--- config.mk ---
export PLATFORM = sky130hd
export DESIGN_NAME = sat_counter
export DESIGN_NICKNAME = d
export VERILOG_FILES = /design/src/rtl/sat_counter.sv
export SDC_FILE = /design/constraint.sdc
export NUM_CORES = 1
export LEC_CHECK = 0
export CAP_MARGIN = 10
export CORE_AREA = 2 2 39 41
export CTS_CLUSTER_DIAMETER = 60
export DETAILED_ROUTE_END_ITERATION = 8
export DIE_AREA = 0 0 41 43
export GPL_TIMING_DRIVEN = 0
export PLACE_DENSITY_LB_ADDON = 0.12
export SKIP_CTS_REPAIR_TIMING = 1
export SLEW_MARGIN = 5
export SYNTH_ARGS = -nofsm -noshare
export SYNTH_HDL_FRONTEND = slang
export SYNTH_SLANG_ARGS = --single-unit
--- constraint.sdc ---
create_clock -name clk -period 1.4 [get_ports clk]
set_input_delay 0.35 -clock clk [delete_from_list [all_inputs] [get_ports clk]]
set_output_delay 0.35 -clock clk [all_outputs]
set_load 0.03 [all_outputs]
--- src/rtl/sat_counter.sv ---
// Saturating event counter with synchronous clear; clear is applied before the increment.
module sat_counter #(
  parameter int unsigned W = 8
) (
  input  logic         clk,
  input  logic         reset,
  input  logic         clr,
  input  logic         inc,
  output logic [W-1:0] q
);

  logic [W-1:0] q_q, q_d, base;

  always_comb begin
    base = clr ? '0 : q_q;
    q_d  = base;
    if (inc && (base != '1)) begin
      q_d = base + 1'b1;
    end
  end

  always_ff @(posedge clk) begin
    if (!reset) begin
      q_q <= '0;
    end else begin
      q_q <= q_d;
    end
  end

  assign q = q_q;

endmodule

* Word-level counts from Yosys, hierarchy flattened
Cells that the tools add are included.
** Word-level totals
- Register bits after elaboration :: 8
- Word-level logic and storage cells :: 6
** Operators by class
- Equality and inequality tests :: 1
- Mux-type cells :: 2
- $add $sub $neg :: 1
- Reductions and logical operators :: 1
** Operators with widths (count)
- $mux W8 :: 2
- $add A8 B1 Y8 const B :: 1
- $ne A8 B8 Y1 const B :: 1
- $logic_and A1 B1 Y1 :: 1

* Logic depth before layout (Yosys ltp)
Gate-level depths: netlist of run 1.
- Depth in word-level cells :: 4
- Gate-level depth with buffers :: 4
- Mapped depth without buffers :: 3

* Worst setup path before layout of run 1
OpenSTA, ideal clock, no wires.
- Path type :: reg2reg
- Start :: reg q_q[3], in the netlist q[3]
- End :: reg q_q[5], in the netlist q[5]
- Arrival :: 1196 ps
- Cell stages (with the launch flop) :: 5
- Setup slack :: 119 ps
- Path through :: dfxtp_1 -> clkbuf_2 -> and4_4 -> a21oi_1 -> a211oi_1
** On the way
- Word-level cells in the longest chain between the ends :: 4
** Ends and longest elaborated chain
- start: declaration :: line 12 : logic [W-1:0] q_q, q_d, base;
- start signal: assignment :: line 26 : q_q <= q_d;
- $mux W8 * :: line 15 : base = clr ? '0 : q_q;
- branches (longest 2 deep; another with $add A8 B1 Y8)
- $mux W8 * :: line 17 : if (inc && (base != '1)) begin
Every way passes the cells marked *.
A chain may end at the register's enable or synchronous reset.

* Final worst setup path of run 1
- Start :: reg q_q[4], in the netlist q[4]
- End :: out q[4]
** RTL lines
- end: declaration :: line 9 : output logic [W-1:0] q
No word-level cell between the ends.

==> impl.org, run 1 <==
** Place
- Buffers placed on the I/O ports in this run total 11.
- DPL Wire Length :: 622 um
- Routability-driven placement finished with a final weighted congestion of 0.685.
- In this run the cell area measured after placement is 510 sq um.

** Critical path
- In this run the critical register-to-register path is launched from q[4].
- In this design, the stage delay of the slowest critical-path cell is 480 ps.
- Library cell contributing the largest single delay on the critical path :: sky130_fd_sc_hd__dfxtp_1
- CP Launch Type :: flip-flop
- Family with the most delay on the worst path :: flip-flops
- Together, buffers and inverters on the worst path number 1.
- In this run the worst path has a maximum fanout of 8.
- In this run the critical register-to-register path is captured at q[5].
- At the worst endpoint, the required time is 1050 ps.
- STA classifies the critical path endpoint as a primary output.
- Worst Path Class, Setup :: flip-flop to primary output
- FF-to-FF path depth :: 3
- Reg-to-reg slack, setup :: 290 ps
- Ordered cell list for the critical path :: clkbuf_2
- Critical path data arrival time :: 990 ps

** Timing
- Share of the clock period used by the worst path :: 0.958
- Final sum of negative setup slack :: 0 ps
- On the final layout, the worst clock skew is 5.05 ps.
- Timing would allow up to 746 MHz.
- Final number of hold-violating endpoints :: 0
- Final count of pins violating max slew :: 0
- Final setup violation count :: 0
- Final worst path period need :: 1340 ps
- Setup repair after global routing left no endpoint under its margin.
- At the pin with the least slew margin, the transition time is 319 ps.
- Slew headroom :: 0.787

** Global route
- Entering global routing, the biggest net connects 9 pins.
- The first global-routing pass estimated 1390 um of wire.
- Total GRT Usage :: 0.122
- The initial antenna violation count was 0.
- Via count of the first global-routing pass :: 317
- Global routing finished with a remaining overflow of 0.

** Hold path
- The startpoint identified for the worst hold timing path is q[7].
- For hold timing, the worst endpoint is q[7].
- Along the worst hold path, the cell count comes to 2.
- The worst hold path belongs to the class flip-flop to flip-flop.

** Clock network
- Root Buffer Master :: sky130_fd_sc_hd__clkbuf_4
- The clock passes through at most 2 buffers.
- Clock latency on the worst-skew pair :: 250 ps
- The number of clock buffers added by TritonCTS is 3.
- Number of clock sinks :: 8
- In this run the number of H-tree levels came out at 1.
- After clock tree synthesis, the clock-pin slew on the worst setup and hold paths is 50 ps.
- TritonCTS built the clock tree.

** Power and ir drop
- For this design the static power due to leakage is 0.262 nW.
- Worst voltage drop across the vdd grid :: 568 uV
- Power per standard cell area :: 834 nW/um^2

** Synth
- Register bit total from synthesis :: 8
- Dominant combinational cell family by area after synthesis :: simple AND/OR/NAND/NOR gates
- After synthesis, the netlist uses 22 different library cells.
- After technology mapping, the gate count stands at 41.
- Of the post-synthesis cell area, the part taken by muxes is 0.
- Post-Synth XOR/XNOR Area :: 0
- Proportion of synthesized chip area in sequential cells :: 0.421
- Avg Cell Area, Syn :: 9.28 sq um
- The number of nets in the synthesized netlist is 45.
- The fraction of the mapped netlist area in compound gates is 0.237.
- Simple-gate share of the synthesized area :: 0.329
- Adder-cell share of the synthesized area :: 0
- The Yosys step of the flow raised 0 warnings.
- The mapped netlist covers 380 sq um.

** Cells and area
- Relative to the synthesized area, the layout overhead comes to 39.5%.
- Number of flip-flops under the largest register name :: 8
- Finished Cell Area :: 531 sq um
- Count of antenna diodes in the layout :: 0
- Share of layout cells above drive strength 1 :: 0.200
- In the final design database the tool counted 61 nets.

** Job
- Max-cap violations in this run came to 0.

** Route
- DR vias :: 377
- Via-to-Cell Ratio :: 5.31
- After detailed routing, the number of remaining DRC violations is 0.
- The detailed router used layers up to and including met3.
- The count of nets left with antenna violations once routing finished came out at 0.
- The pre-antenna-repair detailed-routing pass consisted of 4 iterations.
- Wires add up to 893 um.
- Average wire per standard cell :: 12.6 um
- Detailed routing placed a total of 378 um of wire on met2.
- The routed design uses 68 um of met3 wire.
- Initial DRC count :: 4
- For this block, wires on met1 add up to 446 um.

** Floorplan
- Top-level I/O count :: 12
- The initial utilization of the core area, before any placement, comes to 0.275.
- Standard-cell row count :: 14
- Width of the die :: 41 um
- Std-Cell Core Area :: 1380 sq um
- The die covers 1760 sq um.
- Height of the die :: 43 um

** Run status
- Run status :: complete, no violations
-- cells in the mapped netlist --
cell type | instances | area share
sky130_fd_sc_hd__a211oi_1 | 1 | 0.020
sky130_fd_sc_hd__a211oi_2 | 1 | 0.033
sky130_fd_sc_hd__a21oi_1 | 3 | 0.039
sky130_fd_sc_hd__a31oi_1 | 4 | 0.066
sky130_fd_sc_hd__a41oi_1 | 2 | 0.046
sky130_fd_sc_hd__and2_1 | 1 | 0.016
sky130_fd_sc_hd__and4_1 | 1 | 0.023
sky130_fd_sc_hd__and4_4 | 1 | 0.030
sky130_fd_sc_hd__and4b_4 | 1 | 0.036
sky130_fd_sc_hd__clkbuf_2 | 1 | 0.013
sky130_fd_sc_hd__dfxtp_1 | 8 | 0.42
sky130_fd_sc_hd__nand2_1 | 2 | 0.020
sky130_fd_sc_hd__nand3_1 | 2 | 0.026
sky130_fd_sc_hd__nand3b_1 | 1 | 0.020
sky130_fd_sc_hd__nand4_1 | 2 | 0.033
sky130_fd_sc_hd__nor2_1 | 1 | 0.0099
sky130_fd_sc_hd__nor2b_1 | 1 | 0.016
sky130_fd_sc_hd__nor3_1 | 4 | 0.053
sky130_fd_sc_hd__nor3_2 | 1 | 0.026
sky130_fd_sc_hd__o21ai_0 | 1 | 0.013
sky130_fd_sc_hd__o21bai_1 | 1 | 0.020
sky130_fd_sc_hd__or2b_1 | 1 | 0.020
-- worst max path at each step --
stage                     from    to  slack, ps  cells past startpoint
final                     q[4]  q[4]         60                      1
after global routing       inc  q[4]          7                      4
after CTS                 q[4]  q[4]       -410                      1
after detailed placement   inc  q[5]       -170                      4
after global placement     inc  q[5]       -180                      4
after floorplan           q[3]  q[5]        120                      4
-- per-stage QoR --
step / util / power, mW / hold WS, ps / worst slack [ps] / instances
3_5_place_dp: 0.369 / 0.274 / 515 / -171 / 68
5_1_grt: 0.383 / 0.468 / 569 / 7.49 / 71
2_1_floorplan: - / 0.254 / 450 / 119 / 41
4_1_cts: 0.385 / 0.460 / 529 / -409 / 71
3_3_place_gp: 0.369 / 0.274 / 512 / -179 / 68
6_report: 0.383 / 0.443 / 518 / 58.7 / 71
-- final cells by class --
| type | count | area (sq um) |
|---|---|---|
| sequential | 8 | 160 |
| fill | 156 | 853 |
| timing repair buffer | 11 | 108 |
| buffer | 1 | 5.00 |
| tap | 16 | 20.0 |
| clock buffer | 3 | 22.5 |
| multi-input combinational | 32 | 215 |
-- cell families after synthesis --
group	Yosys count
and+or+nand+nor	19
DFF	8
buffers and inverters	1
AOI/OAI and AO/OA	13
-- layer usage --
layer / GRT usage / vias to the layer above
met4: 0.0400 / 0
met1: 0.160 / 171
met3: 0.0942 / 0
met2: 0.150 / 11
li1: - / 195
met5: 0 / -
-- power by group --
group          switching (mW)  internal, mW
Clock                  0.0774        0.0980
Sequential            0.00517         0.231
Combinational          0.0165        0.0147
Total                  0.0990         0.344
-- worst min-delay path: stages, from the launching register on --
cell                      delay [ps]
sky130_fd_sc_hd__dfxtp_1         350
sky130_fd_sc_hd__a41oi_1          60
sky130_fd_sc_hd__nor2_1           70
-- placed cells by master (no fill, tap or decap) --
master,netlist,routed
sky130_fd_sc_hd__dfxtp_1,8,8
sky130_fd_sc_hd__dlymetal6s2s_1,0,5
sky130_fd_sc_hd__clkbuf_2,1,4
sky130_fd_sc_hd__a31oi_1,4,4
sky130_fd_sc_hd__nor3_1,4,4
sky130_fd_sc_hd__a21oi_1,3,3
sky130_fd_sc_hd__clkbuf_4,0,3
sky130_fd_sc_hd__clkdlybuf4s50_1,0,3
sky130_fd_sc_hd__nand3_1,2,2
sky130_fd_sc_hd__a41oi_1,2,2
sky130_fd_sc_hd__nand4_1,2,2
sky130_fd_sc_hd__nand2_1,2,2
sky130_fd_sc_hd__and4b_4,1,1
sky130_fd_sc_hd__and4_1,1,1
sky130_fd_sc_hd__or2b_1,1,1
sky130_fd_sc_hd__a211oi_2,1,1
sky130_fd_sc_hd__nor2b_1,1,1
sky130_fd_sc_hd__and2_1,1,1
sky130_fd_sc_hd__o21ai_0,1,1
sky130_fd_sc_hd__and4_4,1,1
sky130_fd_sc_hd__nand3b_1,1,1
sky130_fd_sc_hd__nor3_2,1,1
sky130_fd_sc_hd__a211oi_1,1,1
sky130_fd_sc_hd__nor2_1,1,1
sky130_fd_sc_hd__o21bai_1,1,1
Note: power is estimated with default switching activity, not from simulation.
==> run 2, diff against run 1 <==
==> constraint.sdc (replaced) <==
create_clock -name clk -period 1.7 [get_ports clk]
set_input_delay 0.425 -clock clk [delete_from_list [all_inputs] [get_ports clk]]
set_output_delay 0.425 -clock clk [all_outputs]
set_load 0.03 [all_outputs]
==> impl.org, run 2 (synthesis gave the netlist of run 1 again) <==
** Route
- DR vias :: 377 (unchanged)
- The detailed router's first-iteration violation count came to 4 (unchanged).
- Final routed DRC violation total :: 0 (unchanged)
- First-pass detailed-route iteration total :: 4 (unchanged)
- Residual antenna-violating net count after detailed routing :: 0 (unchanged)
- The overall routed net length came to 891 um (-0.22%).
- Average wire per standard cell :: 12.5 um (-0.22%)
- The post-detailed-route via-to-cell ratio was 5.31 (unchanged).

** Clock network
- Number of clock sinks :: 8 (unchanged)
- Clock latency on the worst-skew pair :: 250 ps (about the same)
- TritonCTS built the clock tree.
- Max Buffers Root-to-Sink :: 2 (unchanged)
- Number of buffers created by CTS :: 3 (unchanged)
- # H-tree levels :: 1 (unchanged)
- The clock input transition at the sequential cells of the worst setup and hold paths was 50 ps (about the same).
- Clock tree synthesis selected as its root buffer the cell sky130_fd_sc_hd__clkbuf_4.

** Critical path
- For this design, the slowest cell found on the critical path is sky130_fd_sc_hd__dfxtp_1.
- The count of buffering cells on the critical path with inverters included was 1 (unchanged).
- Tracing the worst setup path back leads to its startpoint at q[4].
- Required time reported for the critical path endpoint :: 1270 ps (+220 ps)
- Ordered cell list for the critical path :: dlymetal6s2s_1
- Worst Path Class, Setup :: flip-flop to primary output
- Critical Path Fanout Max :: 8 (unchanged)
- Kind of end point of the critical path :: primary output
- The worst stage delay on the critical path came to 470 ps (about the same).
- The worst register-to-register path begins at q[3].
- The data arrival at the endpoint of the critical path is 1060 ps (+70 ps).
- The worst setup path is launched from a flip-flop.
- Family with the most delay on the worst path :: flip-flops

** Global route
- The residual overflow from global routing is 0 (unchanged).
- The first-pass GRT wire length is 1390 um (unchanged).
- The initial antenna violation count was 0 (unchanged).
- Via count of the first global-routing pass :: 317 (unchanged)
- The global-route usage over all layers was 0.122 (unchanged).
- The largest net degree at the start of global routing came to 9 (unchanged).

** Floorplan
- Width of the die :: 41 um (unchanged)
- The die area is 1760 sq um (unchanged).
- The starting density of the core came to 0.275 (unchanged).
- Height of the die :: 43 um (unchanged)
- Top-level I/O count :: 12 (unchanged)
- The row count was 14 (unchanged).
- The core area was 1380 sq um (unchanged).

** Place
- The routability congestion estimate from global placement is 0.685 (unchanged).
- The placed standard-cell area came to 510 sq um (unchanged).
- The placed wire-length estimate is 622 um (unchanged).
- The total of buffers placed on input and output ports came to 11 (unchanged).

** Timing
- The worst slew margin relative to its limit came to 0.787 (unchanged).
- The transition time of the tightest slew-check pin was 319 ps (unchanged).
- The worst path in the final design needs a cycle of 1490 ps, including I/O delays and setup.
- Final sum of negative setup slack :: 0 ps (unchanged)
- The final count of negative-setup-slack endpoints was 0 (unchanged).
- The worst setup skew after layout is 5.05 ps (-0.00330 ps).
- Final count of pins violating max slew :: 0 (unchanged)
- Maximum clock frequency :: 673 MHz
- The number of hold-slack violations in the final timing report came to 0 (unchanged).
- In the finished design, the share of the clock period the worst path needs comes to 0.874.
- Setup repair after global routing left no endpoint under its margin.

** Power and ir drop
- Power per standard cell area :: 661 nW/um^2 (-21%)
- The cell leakage power came to 0.310 nW (+18%).
- The highest ir drop seen on vdd is 468 uV (-18%).

** Hold path
- Type of the tightest min-delay check :: flip-flop to flip-flop
- Beginning of the worst hold path :: q[7]

** Run status
- The run finished with clean final reports.

** Cells and area
- The flip-flop count of the largest register after layout was 8 (unchanged).
- Finished Cell Area :: 553 sq um (+4.2%)
- Syn-to-layout area delta :: 45.4%
- Leaving out fill and tap cells, the most frequent cells in the layout are sky130_fd_sc_hd__dlymetal6s2s_1 (8), sky130_fd_sc_hd__dfxtp_1 (8), sky130_fd_sc_hd__a31oi_1 (4), sky130_fd_sc_hd__nor3_1 (4).
- Layout net count :: 61 (unchanged)
- Count of antenna diodes in the layout :: 0 (unchanged)
- The fraction of final layout cells with drive strength greater than 1 was 0.145 (-0.0545).

** Job
- Max Cap Violations :: 0 (unchanged)
## run 2: cell count changes in the layout (fill, tap and decap cells not counted), sizes merged
| cell | delta |
|---|---|
| dlymetal6s2s | +3 |
| clkbuf | -3 |
## run 2: area by class of cell
class                      instances  area, sq um
buffer                             1         5.00
clock buffer                       3         22.5
fill                             151          831
multi-input combinational         32          215
sequential                         8          160
tap                               16         20.0
timing repair buffer              11          130
## run 2: report_power, final
part           total (mW)  switching, mW  internal, mW  leakage (nW)
logic              0.0270         0.0136        0.0135         0.231
registers           0.194        0.00420         0.190        0.0648
clock network       0.144         0.0637        0.0807        0.0138
## run 2: worst paths after layout
check         end  slack (ps)  cells past startpoint
min          q[7]         520                      2
max          q[4]         210                      1
max reg2reg  q[5]         590                      4
min reg2reg  q[7]         520                      2
## run 2: through the flow
stage	util	cells	hold slack, ps	setup slack [ps]	total power [mW]
finish	0.400	71	518	214	0.366
global placement	0.369	68	512	45.5	0.226
floorplan	-	41	525	419	0.209
global route	0.400	71	569	158	0.387
detailed placement	0.369	68	515	54.3	0.226
CTS	0.385	71	529	-184	0.378
## run 2: metal layers
layer	GRT usage	routed length (um)	vias up
li1	-	-	195
met1	0.160	444	171
met2	0.150	378	11
met3	0.0942	68	0
met4	0.0400	0	0
met5	0	0	-
## run 2: worst min-delay path, cell delays in order (launching register included)
cell and delay, ps:
sky130_fd_sc_hd__dfxtp_1 350, sky130_fd_sc_hd__a41oi_1 60, sky130_fd_sc_hd__nor2_1 70
==> run 3, diff against run 2 <==
==> constraint.sdc (replaced) <==
create_clock -name clk -period 1.8 [get_ports clk]
set_input_delay 0.45 -clock clk [delete_from_list [all_inputs] [get_ports clk]]
set_output_delay 0.45 -clock clk [all_outputs]
set_load 0.03 [all_outputs]
==> impl.org, run 3 (synthesis gave the netlist of run 1 again) <==
** Timing
- The worst setup skew after layout was 5.05 ps (unchanged).
- Maximum clock frequency :: 595 MHz
- Final worst path period need :: 1680 ps
- RSZ-0062 raised after global routing :: false
- Share of the clock period used by the worst path :: 0.934
- The max-slew violation total from the final report came to 0 (unchanged).
- Final worst slack :: 119 ps (-95.1 ps)
- The number of hold-slack violations in the final timing report was 0 (unchanged).
- Slew headroom :: 0.787 (unchanged)
- Pin slew with the least headroom to its limit :: 319 ps (unchanged)
- Final sum of negative setup slack :: 0 ps (unchanged)
- The final count of negative-setup-slack endpoints came to 0 (unchanged).

** Clock network
- The tree is rooted in a sky130_fd_sc_hd__clkbuf_4.
- Max Buffers Root-to-Sink :: 2 (unchanged)
- The clock sink total was 8 (unchanged).
- Clock slew seen by the registers of the worst setup and hold paths :: 50 ps (about the same)
- # H-tree levels :: 1 (unchanged)
- Clock latency on the worst-skew pair :: 250 ps (about the same)
- TritonCTS built the clock tree.
- The number of buffers inserted during clock tree synthesis is 3 (unchanged).

** Route
- Average wire per standard cell :: 12.5 um (-0.34%)
- Initial DRC count :: 4 (unchanged)
- The routed metal-1 wire length came to 444 um (unchanged).
- The iteration count of the initial detailed-routing pass is 4 (unchanged).
- The highest metal layer carrying signal wires in the routed design is met3.
- The amount of wire on met2 after detailed routing is 377 um (-0.26%).
- DR WL met3 :: 66 um (-2.9%)
- Post-detailed-routing wire length :: 888 um (-0.34%)
- Residual antenna-violating net count after detailed routing :: 0 (unchanged)
- DR vias :: 377 (unchanged)
- The post-detailed-route via-to-cell ratio was 5.31 (unchanged).
- Final routed DRC violation total :: 0 (unchanged)

** Critical path
- The required time of the critical path was 1350 ps (+80 ps).
- Among cell families on the critical path, the largest total delay comes from buffers and inverters.
- The maximum fanout along the worst path is 2 (-6).
- Library cell contributing the largest single delay on the critical path :: sky130_fd_sc_hd__clkdlybuf4s50_1
- Critical path data arrival time :: 1230 ps (+170 ps)
- Kind of end point of the critical path :: primary output
- CP Buf/Inv Count :: 1 (unchanged)
- CP Launch Type :: flip-flop
- The critical path goes through clkdlybuf4s50_1.
- The worst stage delay on the critical path is 660 ps (+190 ps).
- Worst Path Class, Setup :: flip-flop to primary output

** Power and ir drop
- The clock network fraction of design power is 0.395 (about the same).
- The net switching power figure is 0.0769 mW (-5.6%).
- The combinational power share was 0.074 (about the same).
- Power per standard cell area :: 627 nW/um^2 (-5.1%)
- Fraction of power spent switching nets :: 0.223 (about the same)
- The cell leakage power came to 0.291 nW (-6.1%).
- Worst voltage drop across the vdd grid :: 442 uV (-5.6%)
- Internal portion of total power :: 0.268 mW (-5.6%)
- Sequential share of power :: 0.531 (about the same)

** Hold path
- The path class of the tightest hold or removal check is flip-flop to flip-flop.

** Floorplan
- Std-Cell Core Area :: 1380 sq um (unchanged)
- Die Area :: 1760 sq um (unchanged)
- Height of the die :: 43 um (unchanged)
- The starting density of the core is 0.275 (unchanged).
- The width of the die is 41 um (unchanged).
- The count of pins on the block boundary was 12 (unchanged).
- Standard-cell row count :: 14 (unchanged)

** Cells and area
- Sequential cell area :: 160 sq um (unchanged)
- Count of antenna diodes in the layout :: 0 (unchanged)
- In the layout the commonest cells are sky130_fd_sc_hd__dfxtp_1 (8), sky130_fd_sc_hd__dlymetal6s2s_1 (7), sky130_fd_sc_hd__a31oi_1 (4), sky130_fd_sc_hd__nor3_1 (4), sky130_fd_sc_hd__clkdlybuf4s50_1 (4).
- Multi-input logic area :: 215 sq um (unchanged)
- Compared with the post-synthesis result, the final layout area differs by 44.7%.
- Final cell utilization of the core :: 0.398 (-0.00181)
- The fraction of final layout cells with drive strength greater than 1 is 0.145 (unchanged).
- Most common cell after layout, fill and taps aside :: sky130_fd_sc_hd__dfxtp_1
- Number of flip-flops under the largest register name :: 8 (unchanged)
- The filler cell count is 152 (+0.66%).
- Layout net count :: 61 (unchanged)
- The final cell count without fillers came to 71 (unchanged).

** Global route
- The initial antenna violation count is 0 (unchanged).
- The number of global-route vias before repair is 317 (unchanged).
- Maximum number of pins on one net before global-route repair :: 9 (unchanged)
- The global-route usage over all layers was 0.122 (unchanged).
- The residual overflow from global routing is 0 (unchanged).
- Global-route wire length before repair :: 1390 um (unchanged)

** Place
- The cell total after placement was 68 (unchanged).
- DPL Wire Length :: 622 um (unchanged)
- The pre-CTS setup slack is 129 ps (+75.0 ps).
- Number of I/O port buffers :: 11 (unchanged)
- The routability congestion estimate from global placement was 0.685 (unchanged).

** Job
- Max Cap Violations :: 0 (unchanged)

** Run status
- The run finished with clean final reports.
run 3: cell count changes in the layout (fill, tap and decap cells not counted):
cell	delta
sky130_fd_sc_hd__clkdlybuf4s50_1	+1
sky130_fd_sc_hd__dlymetal6s2s_1	-1
run 3: metrics by stage:
step | power (mW) | cell area [sq um] | hold slack [ps]
floorplan | 0.198 | 380 | 550
global placement | 0.213 | 510 | 512
detailed placement | 0.213 | 510 | 515
CTS | 0.357 | 533 | 529
global route | 0.365 | 551 | 569
finish | 0.345 | 551 | 518
run 3: layout make-up:
| cell class | count | area share |
|---|---|---|
| flip-flops and latches | 8 | 0.291 |
| well taps | 16 | 0.0364 |
| multi-input cells | 32 | 0.391 |
| repair buffers | 11 | 0.232 |
| plain buffers | 1 | 0.00909 |
| clock buffers | 3 | 0.0409 |
run 3: worst paths after layout:
kind              from  endpoint  slack (ps)  depth (start not counted)
setup reg to reg  q[3]      q[5]         690                          4
hold / removal    q[7]      q[7]         520                          2
setup / recovery  q[3]      q[3]         120                          1
hold reg to reg   q[7]      q[7]         520                          2
run 3: power groups by stage:
| stage | sequential (mW) | clock [mW] | combinational (mW) |
|---|---|---|---|
| 4_1_cts | 0.183 | 0.148 | 0.0262 |
| 5_1_grt | 0.183 | 0.154 | 0.0275 |
| 6_report | 0.183 | 0.136 | 0.0255 |
| 2_1_floorplan | 0.191 | 0 | 0.00698 |
| 3_3_place_gp | 0.187 | 0 | 0.0260 |
| 3_5_place_dp | 0.187 | 0 | 0.0259 |
run 3: per-layer routing:
metal,vias to the layer above,GRT usage
met4,0,0.0400
met5,-,0
met3,0,0.0942
li1,195,-
met2,11,0.150
met1,171,0.160
==> edit 1, RTL diff (config.mk and constraints of run 1) <==
Reset style: asynchronous (`reset`), changed in one clocked block.
--- a/src/rtl/sat_counter.sv
+++ b/src/rtl/sat_counter.sv
@@ -20,5 +20,5 @@
   end
 
-  always_ff @(posedge clk) begin
+  always_ff @(posedge clk or negedge reset) begin
     if (!reset) begin
       q_q <= '0;
Check against the original RTL: differs if reset is asserted again (counterexample within 4 cycles, from zero or initial values and one cycle with reset low); with reset held inactive, the same outputs for 10 cycles.
==> edit 1 against run 1 <==
Cell area increased by 4.5%; wire length increased by 12%; worst setup slack about the same; sequential power increased by 8%; non-clock buffer count unchanged; register-to-register slack got worse by 230 ps; area after synthesis increased by 7.6%; first-iteration DRC count increased by 25%; highest routed layer is now met4; critical path depth increased by 3; clock skew decreased by 3.8 ps; sequential cell count unchanged; utilization increased by 1.7 points; critical path type is now reg -> reg; combinational power increased by 66%; power increased by 9.6%.
==> edit 1: results (changes against run 1) <==
** Outcome
- The flow ran to the end, and the final reports show no timing, DRC or antenna violations.

** GRT
- Vias in the first global route :: 383 (+21%)
- The overall routing resource usage is 15.0% (+2.8 points).
- Global-route wire length before repair :: 1690 um (+22%)
- Pin count of the biggest net entering global routing :: 10 (+1)

** Synth
- Main area contributors after synthesis :: dfrtp_1, a21oi_1, nand4_4
- Fraction of the yosys area taken by sequential cells :: 48.9% (+6.8 points)
- The number of standard cells after synthesis was 41 (unchanged).
- Most used flip-flop cell after synthesis :: dfrtp_1
- The share of synthesized flip-flops with an asynchronous set or reset came to 100% (+100 points).
- Ranked by instance count, the synthesized netlist is headed by dfrtp_1, a21oi_1, a31oi_1, nor3_1.

** Place
- The number of port buffers is 10 (-1).
- Post-placement cell count :: 67 (-1.5%)
- The worst slack after detailed placement is -331 ps (-160 ps).
- Placed Instance Area :: 529 um^2 (+3.7%)
- The placer's final routability congestion estimate is 0.676 (-1.2%).

** Power
- The maximum vdd drop came to 0.384 mV (-32%).
- Static leakage :: 0.330 nW (+26%)

** Route
- The sum of routed wire length over all layers is 999 um (+12%).
- Violation count after the first detailed-routing iteration :: 5 (+1)
- Routed wirelength normalized by instance count :: 14.3 um (+13%)
- The total via count after detailed routing was 392 (+4.0%).

** Setup path
- Among all stages on the critical path, the largest delay is contributed by dfrtp_1.
- Slowest cell delay on critical path :: 400 ps (-80 ps)
- The largest driver fanout on the critical path came to 7 (-1).
- Top delay family on crit path :: compound AO/OA/AOI/OAI gates
- The endpoint arrival time on the critical path came to 1470 ps (+480 ps).

** STA
- Worst setup margin :: 59.0 ps (+0.337 ps)
- Setup skew after layout :: 1.28 ps (-3.77 ps)
- Worst slew margin relative to its limit :: 75.3% (-3.5 points)

** Finish
- The antenna cell count is 0 (unchanged).
- Layout Nets :: 60 (-1.6%)
- The fraction of layout cells with a size suffix above 1 is 22.2% (+2.2 points).

** CTS
- The tree is rooted in a clkbuf_4.
- The clock latency of the later-clocked register in the worst-skew pair came to 250 ps (about the same).

** Min path
- The worst hold path belongs to the class in -> async.
edit 1: cell count changes after synthesis, sizes merged, moves of 2 or more:
cell   before  now
dfxtp       8    0
a21oi       3    6
and3        0    2
a41oi       2    0
dfrtp       0    8
inv         0    2
nor3        5    3
edit 1: kinds of logic (layout without fill, tap and decap cells):
family / after synthesis / after routing / synth area share (%)
AOI/OAI and AO/OA: 13 / 13 / 19.3
and+or+nand+nor: 16 / 16 / 27.8
buffers and inverters: 4 / 17 / 3.97
DFF: 8 / 8 / 48.9
edit 1: layout make-up:
class / count / area [um^2]
multi-input combinational: 29 / 193
timing repair buffer: 10 / 100
fill: 145 / 830
sequential: 8 / 203
buffer: 2 / 8.76
clock buffer: 3 / 22.5
inverter: 2 / 7.51
tap: 16 / 20.0
edit 1: power breakdown:
group	internal (mW)	switching (mW)
clock	0.0982	0.0806
sequential	0.239	0.0153
combinational	0.0177	0.0340
total	0.355	0.130
edit 1: worst paths after layout:
kind                         to   from  slack (ps)  cells after the start
setup / recovery           q[4]   q[3]          60                      4
hold / removal             q[5]  reset         370                      1
setup reg to reg           q[4]   q[3]          60                      4
hold reg to reg            q[7]   q[7]         560                      2
max in group asynchronous  q[1]  reset         740                      1
min in group clk           q[5]    clr         370                      2
edit 1: metal layers:
layer	up-vias	track usage, %	part of all wire, %
met5	-	0	0
met4	0	8.00	1.2
met3	2	7.85	6.3
met2	11	20.3	49
met1	192	18.6	43
li1	187	-	-
==> edit 2, RTL diff (config.mk and constraints of run 1) <==
Without the edit above. The parameter `W` goes from 8 to 6.
--- a/src/rtl/sat_counter.sv
+++ b/src/rtl/sat_counter.sv
@@ -1,5 +1,5 @@
 // Saturating event counter with synchronous clear; clear is applied before the increment.
 module sat_counter #(
-  parameter int unsigned W = 8
+  parameter int unsigned W = 6
 ) (
   input  logic         clk,
Ports: changed (resized q); port bits go from 12 to 10. No check against the original RTL was run, so the function may have changed too.
==> edit 2 against run 1 <==
Power shrank 9.9%; utilization is the same; wire length shrank 6.0%; sequential power shrank 27%; worst setup slack lost 18 ps; register-to-register slack lost 250 ps; area after synthesis shrank 12%; combinational power grew 42%; sequential cell count shrank 2; via count shrank 17%; cell area is the same.
==> edit 2: results (changes against run 1) <==
** Place
- Placed Instance Area :: 482 um^2 (-5.6%)
- I/O Buffers :: 9 (-2)
- The post-detailed-placement half-perimeter wirelength is 599 um (-3.8%).
- Placer congestion estimate :: 0.657 (-4.1%)
- Post-placement cell count :: 60 (-12%)

** Route
- Wire length reported by the detailed router :: 839 um (-6.0%)
- The routed wirelength normalized by instance count came to 13.1 um (+4.2%).
- Violation count after the first detailed-routing iteration :: 3 (-1)
- Via-to-Cell Ratio :: 4.91 (-7.6%)

** Finish
- The number of fill cells in the layout was 140 (-10%).
- The fraction of layout cells with a size suffix above 1 is 31.3% (+11 points).
- Fraction of area in clock buffers and inverters :: 4.95% (+0.71 points)
- Data buffer area share :: 19.3% (-1.9 points)
- Flip-flop and latch share of the layout cell area :: 25.5% (-4.7 points)
- The post-layout net count was 54 (-11%).
- Number of buffers other than clock buffers in the final layout :: 9 (-3)

** GRT
- Tot GR Track Use :: 12.0% (-0.19 points)
- The global-route wire length before repair is 1320 um (-5.0%).

** Min path
- Critical hold path startpoint :: clr
- The worst hold path belongs to the class in -> reg.
- The path with the worst hold slack has its endpoint at q[3].

** Setup path
- Slowest cell delay on critical path :: 510 ps (+30 ps)
- The register-to-register setup slack is 40 ps (-250 ps).
- CP Class :: reg -> reg
- Timing endpoint of the critical path :: q[5]
- The largest driver fanout on the critical path came to 3 (-5).
- Library cell contributing the largest single delay on the critical path :: or4_1
- The worst register-to-register path begins at q[5].

** Synth
- Share of cell area taken by muxes after synthesis :: 5.95% (+5.9 points)
- Most common library cells after synthesis :: dfxtp_1, nand2_1, and3_1, mux2i_1, nor2b_1
- Distinct cell type count of the synthesized netlist :: 23 (+4.5%)
- The post-synth net total is 40 (-11%).
- Arithmetic-cell share of the synthesized area counting full adders, half adders and majority gates :: 3.72% (+3.7 points)
- The number of standard cells after synthesis was 35 (-15%).

** Power
- The standby leakage power was 0.316 nW (+21%).
- Peak supply drop :: 0.376 mV (-34%)

** Outcome
- Result of the run :: complete, no violations

** STA
- The hold slack came to 446 ps (-71.9 ps).
- Highest Clock Rate :: 736 MHz (-1.3%)
## edit 2: cell types whose count changed after synthesis, sizes merged, moves of 2 or more
cell / run 1 / this run
a211oi: 2 / 0
a21oi: 3 / 1
a31oi: 4 / 0
and3: 0 / 2
and4: 2 / 0
dfxtp: 8 / 6
mux2i: 0 / 2
nand2: 2 / 5
nand4: 2 / 0
nor3: 5 / 0
## edit 2: power by group
part	switching (mW)	internal [mW]	total [mW]
Sequential	0.00275	0.170	0.173
Clock	0.0727	0.109	0.181
Combinational	0.0227	0.0215	0.0442
Total	0.0981	0.301	0.399
## edit 2: cell families (layout without fill, tap and decap cells)
| group | after synthesis | after routing |
|---|---|---|
| compound gates | 7 | 7 |
| fa+ha+maj | 1 | 1 |
| flops | 6 | 6 |
| mux | 2 | 2 |
| buf+inv | 0 | 13 |
| simple gates | 19 | 19 |
## edit 2: layer usage
layer	vias up	part of all wire, %	GRT usage, %
met5	-	0	0
met4	0	2.3	14.0
met3	2	5.7	3.14
met2	8	48	16.3
met1	143	43	13.1
li1	161	-	-
